File: config.mk
export PLATFORM = sky130hd
export DESIGN_NAME = mic_frame_fifo
export DESIGN_NICKNAME = d
export VERILOG_FILES = /design/src/rtl/mic_frame_fifo.sv
export SDC_FILE = /design/constraint.sdc
export NUM_CORES = 2
export LEC_CHECK = 0
export BUFFER_PORTS_ARGS = -buffer_cell sky130_fd_sc_hd__buf_4
export CORE_MARGIN = 10
export CORE_UTILIZATION = 38
export CTS_BUF_LIST = sky130_fd_sc_hd__clkbuf_4 sky130_fd_sc_hd__clkbuf_8
export DETAILED_ROUTE_END_ITERATION = 8
export PLACE_DENSITY = 0.53
export SYNTH_ARGS = -nofsm -noshare
export SYNTH_HDL_FRONTEND = slang
export SYNTH_SLANG_ARGS = --single-unit
export TNS_END_PERCENT = 50
File: constraint.sdc
create_clock -name clk -period 5.85 [get_ports clk]
set_input_delay 1.17 -clock clk [delete_from_list [all_inputs] [get_ports clk]]
set_output_delay 1.17 -clock clk [all_outputs]
set_load 0.03 [all_outputs]
File: src/rtl/mic_frame_fifo.sv
// mic_frame_fifo: captures one six-channel frame per in_vld strobe, serializes
// it into tagged words {eof, sof, ch, data} and buffers them in a FWFT FIFO
// with a valid/ready output. Frames are admitted whole or dropped and counted.
// Optional feature macro: MIC_FRAME_SEQ_EN adds a 16-bit frame sequence
// counter and a header word (ch=7, data={8'hA5, seq}) in front of each frame.
module mic_frame_fifo #(
  parameter int DATA_W = 24,
  parameter int DEPTH  = 64
) (
  input  logic                     clk,
  input  logic                     rst,
  input  logic                     in_vld,
  input  logic [DATA_W-1:0]        in_data0,
  input  logic [DATA_W-1:0]        in_data1,
  input  logic [DATA_W-1:0]        in_data2,
  input  logic [DATA_W-1:0]        in_data3,
  input  logic [DATA_W-1:0]        in_data4,
  input  logic [DATA_W-1:0]        in_data5,
  output logic [DATA_W-1:0]        m_data,
  output logic [2:0]               m_ch,
  output logic                     m_sof,
  output logic                     m_eof,
  output logic                     m_valid,
  input  logic                     m_ready,
  output logic [15:0]              drop_cnt,
  output logic [$clog2(DEPTH):0]   fifo_level
);

  localparam int AW = $clog2(DEPTH);
  localparam int LW = AW + 1;
  localparam int WW = DATA_W + 5;
`ifdef MIC_FRAME_SEQ_EN
  localparam int F = 7;
`else
  localparam int F = 6;
`endif

  typedef enum logic {S_IDLE, S_PUSH} state_t;

  state_t              state_q, state_d;
  logic [2:0]          idx_q, idx_d;
  logic [DATA_W-1:0]   hold_q [6];
  logic [DATA_W-1:0]   hold_d [6];
  logic [AW-1:0]       wr_ptr_q, wr_ptr_d;
  logic [AW-1:0]       rd_ptr_q, rd_ptr_d;
  logic [LW-1:0]       level_q, level_d;
  logic                wr_last_q, wr_last_d;
  logic [15:0]         drop_q, drop_d;
`ifdef MIC_FRAME_SEQ_EN
  logic [15:0]         seq_q, seq_d;
  logic [15:0]         seq_hold_q, seq_hold_d;
`endif

  logic [WW-1:0]       mem [DEPTH];
  logic [WW-1:0]       wr_word;
  logic [WW-1:0]       rd_word;
  logic [2:0]          wr_ch;
  logic [DATA_W-1:0]   wr_data;
  logic                wr_en;
  logic                pop;
  logic                drop;
  logic [LW-1:0]       free_space;

  function automatic logic [15:0] sat_inc16(input logic [15:0] v);
    return (v == 16'hFFFF) ? v : v + 16'd1;
  endfunction

`ifdef MIC_FRAME_SEQ_EN
  function automatic logic [DATA_W-1:0] hdr_data(input logic [15:0] seq);
    return DATA_W'({8'hA5, seq});
  endfunction
`endif

  // Admission, push sequencing, drop counting and FIFO pointer/level bookkeeping
  always_comb begin
    state_d    = state_q;
    idx_d      = idx_q;
    hold_d     = hold_q;
    drop_d     = drop_q;
    wr_en      = 1'b0;
    drop       = 1'b0;
`ifdef MIC_FRAME_SEQ_EN
    seq_d      = seq_q;
    seq_hold_d = seq_hold_q;
`endif
    // Space is judged against the level registered before this edge.
    free_space = LW'(DEPTH) - level_q;

    case (state_q)
      S_IDLE: begin
        if (in_vld) begin
          if (free_space >= LW'(F)) begin
            state_d   = S_PUSH;
            idx_d     = '0;
            hold_d[0] = in_data0;
            hold_d[1] = in_data1;
            hold_d[2] = in_data2;
            hold_d[3] = in_data3;
            hold_d[4] = in_data4;
            hold_d[5] = in_data5;
`ifdef MIC_FRAME_SEQ_EN
            seq_hold_d = seq_q;
            seq_d      = seq_q + 16'd1;
`endif
          end else begin
            drop = 1'b1;
          end
        end
      end
      S_PUSH: begin
        // Space was reserved at admission, so every push cycle writes.
        wr_en = 1'b1;
        if (in_vld) drop = 1'b1;
        if (idx_q == 3'(F - 1)) state_d = S_IDLE;
        else                    idx_d   = idx_q + 3'd1;
      end
      default: state_d = S_IDLE;
    endcase

    if (drop) drop_d = sat_inc16(drop_q);

    pop       = m_valid & m_ready;
    wr_ptr_d  = wr_en ? wr_ptr_q + AW'(1) : wr_ptr_q;
    rd_ptr_d  = pop   ? rd_ptr_q + AW'(1) : rd_ptr_q;
    level_d   = level_q + LW'(wr_en) - LW'(pop);
    wr_last_d = wr_en;
  end

  // Build the tagged word for the current push index
  always_comb begin
`ifdef MIC_FRAME_SEQ_EN
    wr_ch = (idx_q == 3'd0) ? 3'd7 : idx_q - 3'd1;
`else
    wr_ch = idx_q;
`endif
    case (wr_ch)
      3'd0:    wr_data = hold_q[0];
      3'd1:    wr_data = hold_q[1];
      3'd2:    wr_data = hold_q[2];
      3'd3:    wr_data = hold_q[3];
      3'd4:    wr_data = hold_q[4];
      3'd5:    wr_data = hold_q[5];
`ifdef MIC_FRAME_SEQ_EN
      3'd7:    wr_data = hdr_data(seq_hold_q);
`endif
      default: wr_data = '0;
    endcase
    wr_word = {wr_ch == 3'd5, idx_q == 3'd0, wr_ch, wr_data};
  end

  // Output view: a word becomes visible one cycle after it was written
  always_comb begin
    m_valid = level_q > LW'(wr_last_q);
    rd_word = mem[rd_ptr_q];
    {m_eof, m_sof, m_ch, m_data} = m_valid ? rd_word : '0;
  end

  assign drop_cnt   = drop_q;
  assign fifo_level = level_q;

  // Word storage; contents are only observed through m_valid, so no reset
  always_ff @(posedge clk) begin
    if (wr_en) mem[wr_ptr_q] <= wr_word;
  end

  // State, holding registers, pointers and counters
  always_ff @(posedge clk or posedge rst) begin
    if (rst) begin
      state_q   <= S_IDLE;
      idx_q     <= '0;
      for (int i = 0; i < 6; i++) hold_q[i] <= '0;
      wr_ptr_q  <= '0;
      rd_ptr_q  <= '0;
      level_q   <= '0;
      wr_last_q <= 1'b0;
      drop_q    <= '0;
`ifdef MIC_FRAME_SEQ_EN
      seq_q      <= '0;
      seq_hold_q <= '0;
`endif
    end else begin
      state_q   <= state_d;
      idx_q     <= idx_d;
      hold_q    <= hold_d;
      wr_ptr_q  <= wr_ptr_d;
      rd_ptr_q  <= rd_ptr_d;
      level_q   <= level_d;
      wr_last_q <= wr_last_d;
      drop_q    <= drop_d;
`ifdef MIC_FRAME_SEQ_EN
      seq_q      <= seq_d;
      seq_hold_q <= seq_hold_d;
`endif
    end
  end

endmodule
==> impl_metrics.tcl <==
set metrics [dict create \
    status "finished, final reports clean" \
    rows 168 \
    max_stage_delay_ps 890 \
    path_common_cell "buf_4" \
    start_kind "flop" \
    core_mm2 0.209 \
    cts-root-buf "clkbuf_8" \
    cts_sinks 2040 \
    grt-ovfl-total 0 \
    postCtsSetupRepairBufs 0 \
    ant_nets 0 \
    viasPerCell 5.47 \
    relSlewSlack_pct 9.67 \
    syn_inst 3965 \
    grt_max_degree 100 \
    setup-violations-final 0 \
    cts_inserted_buffers 346 \
    wire_per_inst_um 30.2 \
    fin_cells 7522 \
    place_ws_ps 1070 \
    yosysWarningCount 0 \
    crit_required_ps 4680 \
    dpl.cell_count 6915 \
    initial_core_util_pct 38.1 \
    nNetsFinal 4632 \
    dieArea_mm2 0.229 \
    syn2layout_area_growth_pct 15.6 \
    die_w_um 478 \
    power_mw 53.7 \
    fin_crit_ps 5560 \
    seq_power_share_pct 41.6 \
    clk_pin_slew_ps 60 \
    wirelength_um 227000 \
    skew_ps 67.8 \
    cp_slowest_cell "dfrtp_4" \
    comb_power_share_pct 35.6 \
    netlist_area_mm2 0.0798 \
    path_buf_inv 3 \
    die_h_um 478 \
    final_util_pct 44.1 \
    io_buffers 200 \
    cp-end-kind "output pin" \
    p_int_mw 34.2 \
    ios 201 \
    fmax_mhz 180 \
    drv_cap 0 \
    synth_edf_count 1856 \
    cts_tree "built" \
    synth.ff_latch_count 2040 \
    insertion_delay_ps 1050 \
    synth_area_per_cell_um2 20.1 \
    powerDensity_mw_per_mm2 582 \
    crit_chain "buf_4 > buf_4 > mux4_2 > a211oi_1 > o21ai_0 > a32o_1 > buf_4" \
    drive_gt1_share_pct 32.0 \
    cts_hold_buffers 0 \
    p_sw_share_pct 36.3 \
    dr.pass1.iters 5 \
    clockBufferDepth 4 \
    worst_pin_slew_ps 1360 \
    drtIter0Drc 3959 \
    grt_pass1_wl_um 324000 \
    hpwl_um 136000 \
    cp_data_arrival_time_ps 4390 \
    p_sw_mw 19.5 \
    min-delay-path-class "primary input to flop" \
    setup_slack_ps 292 \
    antenna_found_initial 27 \
    finalMaxSlewViolations 0 \
    grt_pass1_vias 42995 \
    num_vias 41177 \
    ys_dominant_reg_cell "edfxtp_1" \
    cts_htree_levels 5 \
    post-route-drc-count 0 \
    cpLargestDelayFamily "buffers and inverters" \
    p_clk_share_pct 22.8 \
    worst-path-max-fanout 34 \
    rsz0062_at_grt "no" \
    gp_congestion 0.784 \
    async_flop_share_pct 9.02 \
    fillers 18050 \
    syn_nets 4139 \
    grtUsageTotal_pct 19.4 \
    cellLeakagePower_nw 31.1 \
    yosysSeqAreaShare_pct 75.7 \
    cts-resized-gates 1 \
    final_hold_viol_count 0 \
    period_share_pct 95.0 \
    finalSetupTns_ps 0 \
    vdd_ir_drop_max_uv 428 \
    synth_cell_types 52 \
    critPathKind "flop to output pin" \
]
sequential cells by signal, summed over array words and instances, names as in the netlist:
register,flops
state_q,1
idx_q,3
wr_ptr_q,6
fifo_level,7
wr_last_q,1
drop_cnt,16
rd_ptr_q,6
mem,1856
hold_q,144
cells by family after synthesis:
| kind of cell | after synthesis | share of synthesized area (%) |
|---|---|---|
| AOI/OAI and AO/OA | 489 | 4.15 |
| xor gates and xnor gates | 34 | 0.373 |
| adders and majority gates | 26 | 0.417 |
| buffers and inverters | 262 | 1.76 |
| DFF | 2040 | 75.7 |
| muxes | 886 | 16.3 |
| and+or+nand+nor | 228 | 1.31 |
power groups by stage:
stage          sequential (mW)  clock, mW  combinational (mW)
2_1_floorplan             22.3          0                11.3
3_3_place_gp              22.6          0                19.2
3_5_place_dp              22.6          0                19.4
4_1_cts                   22.4       12.5                19.4
5_1_grt                   22.5       13.2                20.4
6_report                  22.3       12.2                19.1
routing by layer:
metal | part of all wire, % | track usage (%) | vias up
li1 | - | - | 17400
met1 | 42 | 25.9 | 21906
met2 | 48 | 31.3 | 1482
met3 | 7.5 | 5.28 | 359
met4 | 2.6 | 5.38 | 30
met5 | 0.10 | 0 | -
layout make-up:
class	instances	area, um^2	share of cell area (%)
Sequential cell	2040	60400	65.5
Multi-Input combinational cell	1663	18600	20.2
Clock buffer	480	5910	6.40
Tap cell	2805	3510	3.81
Timing Repair Buffer	387	3160	3.42
Clock inverter	117	584	0.634
Inverter	20	78.8	0.0855
Antenna cell	10	25.0	0.0271
Yosys cell counts, drive strengths merged (9+ instances only):
cell / instances / area (um^2)
a32o: 29 / 290
a21oi: 89 / 445
mux4: 313 / 7050
o221ai: 57 / 499
edfxtp: 1856 / 55700
buf: 147 / 976
nor2: 75 / 282
o22ai: 59 / 369
nand2: 76 / 285
mux2i: 380 / 3800
nor3: 10 / 50.1
dfrtp: 184 / 4600
o21ai: 123 / 616
a211oi: 58 / 435
ha: 25 / 313
nand3: 16 / 85.1
a22oi: 9 / 67.6
inv: 20 / 75.1
xnor2: 15 / 131
xor2: 19 / 166
nor2b: 11 / 68.8
mux2: 193 / 2170
a221oi: 35 / 307
clkbuf: 95 / 357
a222oi: 21 / 210
placed cells by master, fill, tap and decap left out, types with 9 or more instances in the layout:
master and count:
diode_2 10, buf_4 367, a32o_1 29, xor2_1 19
clkinv_2 33, mux2i_1 380, a21oi_1 89, xnor2_1 15
dfrtp_1 176, nand3_1 15, nor2_4 56, nand2_2 22
inv_1 17, ha_1 24, edfxtp_1 1856, mux2_1 20
o22ai_1 59, o221ai_1 57, clkinv_1 75, a211oi_1 57
o21ai_1 33, a22oi_1 9, a222oi_1 21, a221oi_1 35
nand2_1 54, o21ai_0 90, buf_12 20, mux4_2 313
nor2_1 19, clkbuf_8 368, clkbuf_4 112, mux2_2 173
final timing paths:
check | slack [ps] | cells past startpoint | end | start
setup / recovery | 290 | 7 | m_data[17] | rd_ptr_q[1]
hold / removal | 330 | 2 | hold_q[30] | in_data4[6]
setup reg to reg | 1930 | 17 | fifo_level[6] | fifo_level[1]
hold reg to reg | 480 | 1 | hold_q[32] | hold_q[32]
max in group asynchronous | 4390 | 3 | hold_q[29] | rst
min in group asynchronous | 370 | 2 | hold_q[17] | rst
stage by stage:
stage	cell area, um^2	hold slack, ps
floorplan	79800	352
CTS	92200	226
finish	92200	333
global route	92200	258
global placement	85700	462
detailed placement	85700	468
worst register-to-register path, cell delays in order (launching register included):
cell      delay [ps]
dfrtp_1          440
inv_1            180
ha_1             210
nor2b_1          130
o21ai_0          100
a32oi_2          530
and2_1           510
ha_1             320
inv_1             50
ha_1             170
inv_1             70
fa_1             430
o21bai_1         150
a21oi_1          110
nor2_1           100
nor2_1            50
o21bai_1         150
xnor2_1          130
Note: power is estimated with default switching activity, not from simulation.
